File: src/rtl/note_pkg.sv
// Shared constants and state encoding for the note recorder.
package note_pkg;

  localparam int unsigned NOTE_W       = 6;
  localparam logic [NOTE_W-1:0] REST   = '0;
  localparam int unsigned EIGHTH_TICKS = 34816000;

  typedef enum logic [1:0] {
    IDLE = 2'd0,
    REC  = 2'd1,
    DONE = 2'd2
  } state_e;

endpackage

File: src/rtl/slot_ram.sv
// Simple dual-port slot memory: one write port, one registered read-first read port.
module slot_ram #(
  parameter int unsigned WIDTH = 12,
  parameter int unsigned DEPTH = 160
) (
  input  logic                     clk_in,
  input  logic                     rst_in,
  input  logic                     we_in,
  input  logic [$clog2(DEPTH)-1:0] wr_addr_in,
  input  logic [WIDTH-1:0]         wr_data_in,
  input  logic [$clog2(DEPTH)-1:0] rd_addr_in,
  input  logic                     rd_zero_in,
  output logic [WIDTH-1:0]         rd_data_out
);

  logic [WIDTH-1:0] mem_q [DEPTH];
  logic [WIDTH-1:0] rd_q;

  always_ff @(posedge clk_in) begin
    if (we_in) begin
      mem_q[wr_addr_in] <= wr_data_in;
    end
  end

  // Output register carries a synchronous clear so it still maps onto a BRAM output stage.
  always_ff @(posedge clk_in) begin
    if (rst_in || rd_zero_in) begin
      rd_q <= '0;
    end else begin
      rd_q <= mem_q[rd_addr_in];
    end
  end

  assign rd_data_out = rd_q;

endmodule

File: src/rtl/note_recorder.sv
// Multi-voice note recorder: while toggle_in is high, slices time into P-cycle slots
// and stores the last valid note of each voice per slot into slot_ram.
module note_recorder #(
  parameter int unsigned NOTE_W = note_pkg::NOTE_W,
  parameter int unsigned VOICES = 2,
  parameter int unsigned DEPTH  = 160,
  parameter int unsigned TICK_W = 26
) (
  input  logic                       clk_in,
  input  logic                       rst_in,
  input  logic                       toggle_in,
  input  logic                       loop_in,
  input  logic [TICK_W-1:0]          ticks_per_slot_in,
  input  logic [VOICES*NOTE_W-1:0]   note_in,
  input  logic [VOICES-1:0]          note_valid_in,
  input  logic [$clog2(DEPTH)-1:0]   rd_addr_in,
  output logic [VOICES*NOTE_W-1:0]   rd_data_out,
  output logic [$clog2(DEPTH+1)-1:0] count_out,
  output logic                       recording_out,
  output logic                       full_out,
  output logic                       wrapped_out,
  output logic                       slot_strobe_out
);
  import note_pkg::*;

  localparam int unsigned AW = $clog2(DEPTH);
  localparam int unsigned CW = $clog2(DEPTH + 1);
  localparam int unsigned DW = VOICES * NOTE_W;
  localparam logic [DW-1:0] REST_WORD = {VOICES{NOTE_W'(REST)}};

  state_e            state_q;
  logic              toggle_q;
  logic              loop_q;
  logic              rec_q;
  logic              full_q;
  logic              wrapped_q;
  logic              strobe_q;
  logic [TICK_W-1:0] period_q;
  logic [TICK_W-1:0] tick_q;
  logic [AW-1:0]     wr_ptr_q;
  logic [CW-1:0]     count_q;
  logic [DW-1:0]     cap_q;

  logic [DW-1:0]     cap_d;
  logic [TICK_W-1:0] period_d;
  logic              rise_c;
  logic              slot_end_c;
  logic              last_slot_c;
  logic              we_c;
  logic              rd_zero_c;

  // Capture including this cycle's samples, so a note valid on the commit cycle is kept.
  always_comb begin
    cap_d = cap_q;
    for (int unsigned v = 0; v < VOICES; v++) begin
      if (note_valid_in[v]) begin
        cap_d[v*NOTE_W +: NOTE_W] = note_in[v*NOTE_W +: NOTE_W];
      end
    end
  end

  assign rise_c      = toggle_in & ~toggle_q;
  assign period_d    = (ticks_per_slot_in == '0) ? TICK_W'(1) : ticks_per_slot_in;
  assign slot_end_c  = (tick_q == period_q - TICK_W'(1));
  assign last_slot_c = (wr_ptr_q == AW'(DEPTH - 1));
  assign we_c        = (state_q == REC) && toggle_in && slot_end_c;
  // wrapped_q only ever sets together with a saturated count, so the count test covers it.
  assign rd_zero_c   = !(CW'(rd_addr_in) < count_q);

  always_ff @(posedge clk_in) begin
    if (rst_in) begin
      state_q   <= IDLE;
      toggle_q  <= 1'b0;
      loop_q    <= 1'b0;
      rec_q     <= 1'b0;
      full_q    <= 1'b0;
      wrapped_q <= 1'b0;
      strobe_q  <= 1'b0;
      period_q  <= TICK_W'(1);
      tick_q    <= '0;
      wr_ptr_q  <= '0;
      count_q   <= '0;
      cap_q     <= REST_WORD;
    end else begin
      toggle_q <= toggle_in;
      strobe_q <= 1'b0;
      case (state_q)
        IDLE: begin
          if (rise_c) begin
            state_q   <= REC;
            rec_q     <= 1'b1;
            loop_q    <= loop_in;
            period_q  <= period_d;
            tick_q    <= '0;
            wr_ptr_q  <= '0;
            count_q   <= '0;
            full_q    <= 1'b0;
            wrapped_q <= 1'b0;
            cap_q     <= REST_WORD;
          end
        end
        REC: begin
          if (!toggle_in) begin
            state_q <= IDLE;
            rec_q   <= 1'b0;
          end else if (slot_end_c) begin
            strobe_q <= 1'b1;
            tick_q   <= '0;
            cap_q    <= REST_WORD;
            if (count_q != CW'(DEPTH)) begin
              count_q <= count_q + CW'(1);
            end
            if (last_slot_c) begin
              full_q   <= 1'b1;
              wr_ptr_q <= '0;
              if (loop_q) begin
                wrapped_q <= 1'b1;
              end else begin
                state_q <= DONE;
                rec_q   <= 1'b0;
              end
            end else begin
              wr_ptr_q <= wr_ptr_q + AW'(1);
            end
          end else begin
            tick_q <= tick_q + TICK_W'(1);
            cap_q  <= cap_d;
          end
        end
        DONE: begin
          if (!toggle_in) begin
            state_q <= IDLE;
          end
        end
        default: begin
          state_q <= IDLE;
          rec_q   <= 1'b0;
        end
      endcase
    end
  end

  slot_ram #(
    .WIDTH (DW),
    .DEPTH (DEPTH)
  ) u_slot_ram (
    .clk_in      (clk_in),
    .rst_in      (rst_in),
    .we_in       (we_c),
    .wr_addr_in  (wr_ptr_q),
    .wr_data_in  (cap_d),
    .rd_addr_in  (rd_addr_in),
    .rd_zero_in  (rd_zero_c),
    .rd_data_out (rd_data_out)
  );

  assign count_out       = count_q;
  assign recording_out   = rec_q;
  assign full_out        = full_q;
  assign wrapped_out     = wrapped_q;
  assign slot_strobe_out = strobe_q;

endmodule

File: config.mk
export PLATFORM = sky130hd
export DESIGN_NAME = note_recorder
export DESIGN_NICKNAME = d
export VERILOG_FILES = /design/src/rtl/note_pkg.sv /design/src/rtl/slot_ram.sv /design/src/rtl/note_recorder.sv
export SDC_FILE = /design/constraint.sdc
export NUM_CORES = 2
export LEC_CHECK = 0
export BUFFER_PORTS_ARGS = -buffer_cell sky130_fd_sc_hd__buf_2
export CORE_MARGIN = 8
export CORE_UTILIZATION = 65
export CTS_BUF_LIST = sky130_fd_sc_hd__clkbuf_2
export DETAILED_ROUTE_END_ITERATION = 10
export PLACE_DENSITY = 0.82
export SLEW_MARGIN = 10
export SYNTH_ARGS = -nofsm -noshare
export SYNTH_HDL_FRONTEND = slang
export SYNTH_SLANG_ARGS = --single-unit
File: constraint.sdc
create_clock -name clk_in -period 4.95 [get_ports clk_in]
set_input_delay 0.2475 -clock clk_in [delete_from_list [all_inputs] [get_ports clk_in]]
set_output_delay 0.2475 -clock clk_in [all_outputs]
set_load 0.01 [all_outputs]
== Yosys cells after proc, flatten, opt, wreduce, memory -nomap -nowiden ==
Memories as Yosys holds them, arrays and structs flattened. A register that Yosys moved wholly into a read port is not among the register bits.
Index checks and enable logic that the tools add are counted.
Storage, ports and cells
  bits in registers: 88
  memory bits (writable): 1920
  input bits: 52
  logic and storage cells: 100
  memories: 1
Cells by class
  add/subtract/negate cells: 4
  order comparisons: 1
  equality and inequality tests: 15
  muxes and demuxes: 46
  bitwise operators: 5
  reductions and logical operators: 16
Memory list
  u_slot_ram.mem_q: depth 160, bits a word 12, rd ports 1, clocked after memory_dff 1, wr ports 1, line slot_ram.sv:16  | logic [WIDTH-1:0] mem_q [DEPTH];
Operators by type and width (number)
  $mux W26: 4
  $mux W8: 7
  $pmux W26 S2: 1
  $mux W12: 3
  $pmux W8 S2: 2
  $add A26 B1 Y26 const B: 1
  $eq A26 B26 Y1: 1
  $logic_not A26 Y1: 1
  $sub A26 B1 Y26 const B: 1
  $pmux W12 S2: 1
  $reduce_and A5 Y1: 4
  $add A8 B1 Y8 const B: 2
  $mux W1: 16
  $mux W2: 6
  $mux W6: 2
  $ne A2 B2 Y1 const B: 6
  $ne A3 B3 Y1 const B: 3
  $eq A8 B8 Y1 const B: 1
  $lt A8 B8 Y1: 1
  $ne A8 B8 Y1 const B: 1
  $pmux W2 S3: 1
  $reduce_and A6 Y1: 1
  $not A1 Y1: 4
  $pmux W1 S2: 2
  14 further kinds: 15

== Depth between registers and ports, before layout ==
  word-level depth: 5
  gate-level depth with buffers: 14
  mapped depth without buffers: 11

== Hierarchy ==
Synthesis repeated with hierarchy kept, for this count alone.
Second synthesis, totals
  cells, all modules: 4077
  area total of the unflattened synthesis: 79906.6 µm²
Modules (own cells, without submodules)
  slot_ram: instances 1, cells an instance 3509, area each 75044.5 µm², seq. area each 57895.5 µm²
  note_recorder: instances 1, cells an instance 568, area each 4862.2 µm², seq. area each 1761.7 µm²

== Least setup slack after synthesis ==
No wires, ideal clock.
  path type: reg-to-reg
  start point: reg period_q[0]
  end point: mem u_slot_ram.mem_q[127][0] (enable)
  arrival time: 3.546 ns
  setup slack: 0.991 ns
  cell stages (with the launch flop): 12
  path buffers: 1
  period minus slack after synthesis: 3.959 ns
  cell sequence: dfxtp_1 > inv_1 > ha_1 > nor4b_1 > nand4_1 > o31a_1 > nor3_1 > nand4_1 > nor3_2 > nand3_2 > buf_6 > nor4_1
Between the ends
  longest elaborated chain between the ends: 5
RTL lines
  start, declared: line note_recorder.sv:38  | logic [TICK_W-1:0] period_q;
  start signal, assigned: line note_recorder.sv:93  | period_q <= period_d;
  $sub A26 B1 Y26: line note_recorder.sv:64  | assign slot_end_c = (tick_q == period_q - TICK_W'(1));
  $eq A26 B26 Y1: line note_recorder.sv:64
  $logic_and A1 B1 Y1: line note_recorder.sv:66  | assign we_c = (state_q == REC) && toggle_in && slot_end_c;
  $mux W1: line slot_ram.sv:20  | if (we_in) begin
  $mux W1 (not written as such): line slot_ram.sv:21  | mem_q[wr_addr_in] <= wr_data_in;
  end, declared: line slot_ram.sv:16
Every way passes these cells.

== Final worst setup path ==
  start point: reg period_q[0]
  end point: mem u_slot_ram.mem_q[20][6] (enable)
The elaborated chain is that of the path after synthesis.

==> summary.txt <==
Drt
  • Post-route ant nets: 0
  • DRC violations left: 0
  • Initial DRC count: 6580
  • Routed via count: 43.9k
  • Routed WL: 212000 um
  • Drt wl/cell: 33.5 um
  • Drt pass-1 iters: 7
  • Via/cell ratio: 6.94

GRT
  • Global route overflow: 0
  • Initial antenna violation count: 20
  • Vias in the first global route: approximately 44k
  • First-pass GRT wire length: between 300000 and 400000 um
  • Largest net degree at the start of global routing: approximately 130
  • All-Layer GR Usage: 32.2%

Clock tree
  • CTS Buf Count: 465
  • Post-CTS Resized: 0
  • CTS tree: done
  • Setup repair bufs after CTS: 0
  • H-tree Lvls: 5
  • Clk_lat worst skew: roughly 1.8 ns
  • Hold_buf cts: 170
  • Clock Path Buffers: 4
  • Root buf cell: clkbuf_2
  • CTS Sinks: 2020
  • Clock transition at the registers of the reported paths: 0.13 ns

Outcome
  • Status: completed

Synthesis
  • Leading area contributor after synthesis: edfxtp_1
  • Synth top area cells: edfxtp_1 (73%), mux4_2 (18%), dfxtp_1 (2.5%)
  • Syn nets: around 3.6k
  • Most numerous cell in the Yosys netlist: edfxtp_1
  • Syn Area/Cell: 22.1 um2
  • YS warnings: 0
  • Syn Inst Count: 3566
  • Post-synth EDFFs: approximately 1.9k
  • Sequential share of the synthesized area: 75.7%
  • Top-area cell type share of the netlist area: approximately 73%
  • Commonest cells in the netlist: edfxtp_1 (1920), mux4_2 (624), nor2_1 (224), clkbuf_1 (127), dfxtp_1 (100)
  • #FFs+latches synth: 2020
  • Cell area after synthesis: 78800 um2
  • Yosys cell types: 67
  • FFs w/ async S/R, synth: 0%
  • Main synth FF type: edfxtp_1

Power
  • Psw: 7840 uW
  • Switching Share: 25.0%
  • Internal power: about 23000 uW
  • Combinational share of power: 6.7%
  • VDD IR-drop max: 0.249 mV
  • Lkg Pwr: 0.0297 uW
  • PD cells: 353 nW/um2
  • Clk pwr share: 33.3%
  • Design Power: 31300 uW
  • Sequential share of power: between 50% and 60%

Place
  • Inst Count DP: 5305
  • I/O Buffers: 75
  • GPL Wtd Cong: 0.966
  • Post-DP HPWL: 119000 um

Run
  • Max cap viols: 0

STA
  • Max_slew headroom: 17.2%
  • Minimum clock period: 4.69 ns
  • Fmax: around 210 MHz
  • Period Utilization, post-route: 94.8%
  • Worst slew pin tran: between 1 and 1.5 ns
  • Final Hold Fails: 0
  • Unrepaired setup endpoints after global routing: false
  • Worst Hold Slack: ~0.13 ns
  • Layout Skew: 0.132 ns
  • Final Setup Violations: 0
  • Setup TNS: 0 ns
  • Slew Viols, Final: 0

Setup path
  • Setup crit end kind: flip-flop
  • Crit path largest cell delay: 0.72 ns
  • CP Launch Type: flip-flop
  • CP max stage cell: or4b_1
  • WP data arrival: 6.04 ns
  • CP required: 6.30 ns
  • Critical path class: flip-flop to flip-flop
  • Worst-path fanout max: 16
  • Crit path cell chain: inv_1 > ha_1 > or3b_1 > o41ai_1 > o211ai_1 > o41ai_1 > nand4_1 > a31oi_2 > nand3_2 > buf_4 > or4b_1 > nor2_1 > buf_4

Die
  • Std cell rows: 127
  • Initial Utilization: around two thirds
  • Die H: 364 um
  • Chip width: 364 um
  • Core area: 120000 um2
  • Count of boundary I/O pins: 76
  • Die area: 133000 um2

Cells and area
  • Footprint of the multi-input gates: 18500 um2
  • Fill cells: 6404
  • Area Growth Syn to Fin: 12.7%
  • Register area: 59700 um2
  • Share of cells above drive strength 1: 36.6%
  • Final net count: 4397
  • Final cell count without fillers: 6322

Min path
  • Hold WC Path Type: input port to flip-flop
## power by group through the flow
stage	logic, uW	clock network, uW	registers, uW
CTS	2020	10400	18800
floorplan	1140	0	19200
finish	2110	10400	18800
global placement	1830	0	19200
detailed placement	1880	0	19200
global route	2160	11400	18800
## routing by layer
metal	global-route usage, %	vias to the layer above	share of wire (%)	wire, um
met4	14.9	12	5.3	11300
li1	-	16900	-	-
met2	50.0	4255	48	101000
met5	0	-	0.040	85
met1	43.1	22000	34	71100
met3	8.97	728	13	28300
## cells in the final DEF (no fill, tap or decap), types with 72 or more instances in the layout
cell / instances
clkbuf_2: 660
mux4_2: 624
clkinv_1: 127
dfxtp_1: 100
buf_2: 72
dlygate4sd3_1: 158
buf_4: 236
nor2_1: 224
nand2_1: 80
edfxtp_1: 1920
## cell type report
type | instances | area share [%]
clock inverters | 177 | 0.986
repair buffers | 496 | 4.95
clock buffers | 660 | 3.72
well taps | 1612 | 2.27
diodes | 10 | 0.0282
flip-flops and latches | 2020 | 67.2
multi-input cells | 1323 | 20.8
inverters | 24 | 0.107
## state kept, by name, summed over array words and instances (netlist names), 2 cells and up
name / count
wr_ptr_q: 8
cap_q: 12
tick_q: 26
count_out: 8
period_q: 26
state_q: 2
u_slot_ram.mem_q: 1920
u_slot_ram.rd_data_out: 12
## metrics by stage
step           worst slack [ns]  instance area (um2)  utilization, %
2_1_floorplan             0.991                78800               -
3_3_place_gp              0.664                82700            68.9
3_5_place_dp              0.648                82700            68.9
4_1_cts                   0.534                88800            73.9
5_1_grt                   0.103                88800            73.9
6_report                  0.255                88800            73.9
## cells by family (layout without fill, tap and decap cells)
kind of cell	Yosys count	after routing	synth area share [%]
simple gates	469	469	2.90
fa+ha+maj	15	15	0.238
mux	652	652	18.2
flops	2020	2020	75.7
xor+xnor	59	59	0.656
compound gates	128	128	1.17
buf+inv	223	1357	1.14
other cells	0	10	0
## critical path: cells and delay by family, from the launching register on
family          cells  cell delay [ns]
buf+inv             3             0.61
fa+ha+maj           1             0.31
flops               1             0.40
simple gates        5             1.96
compound gates      4             1.02
## worst paths after layout
path	from	end	slack, ns	depth (start not counted)
setup / recovery	period_q[0]$_SDFFE_PP1P_	u_slot_ram.mem_q[20][6]$_DFFE_PP_	0.26	13
hold / removal	note_valid_in[0]	u_slot_ram.mem_q[103][3]$_DFFE_PP_	0.13	4
setup reg to reg	period_q[0]$_SDFFE_PP1P_	u_slot_ram.mem_q[20][6]$_DFFE_PP_	0.26	13
hold reg to reg	full_out$_SDFFE_PP0P_	full_out$_SDFFE_PP0P_	0.51	2
Power figures use the tool's default switching activity.
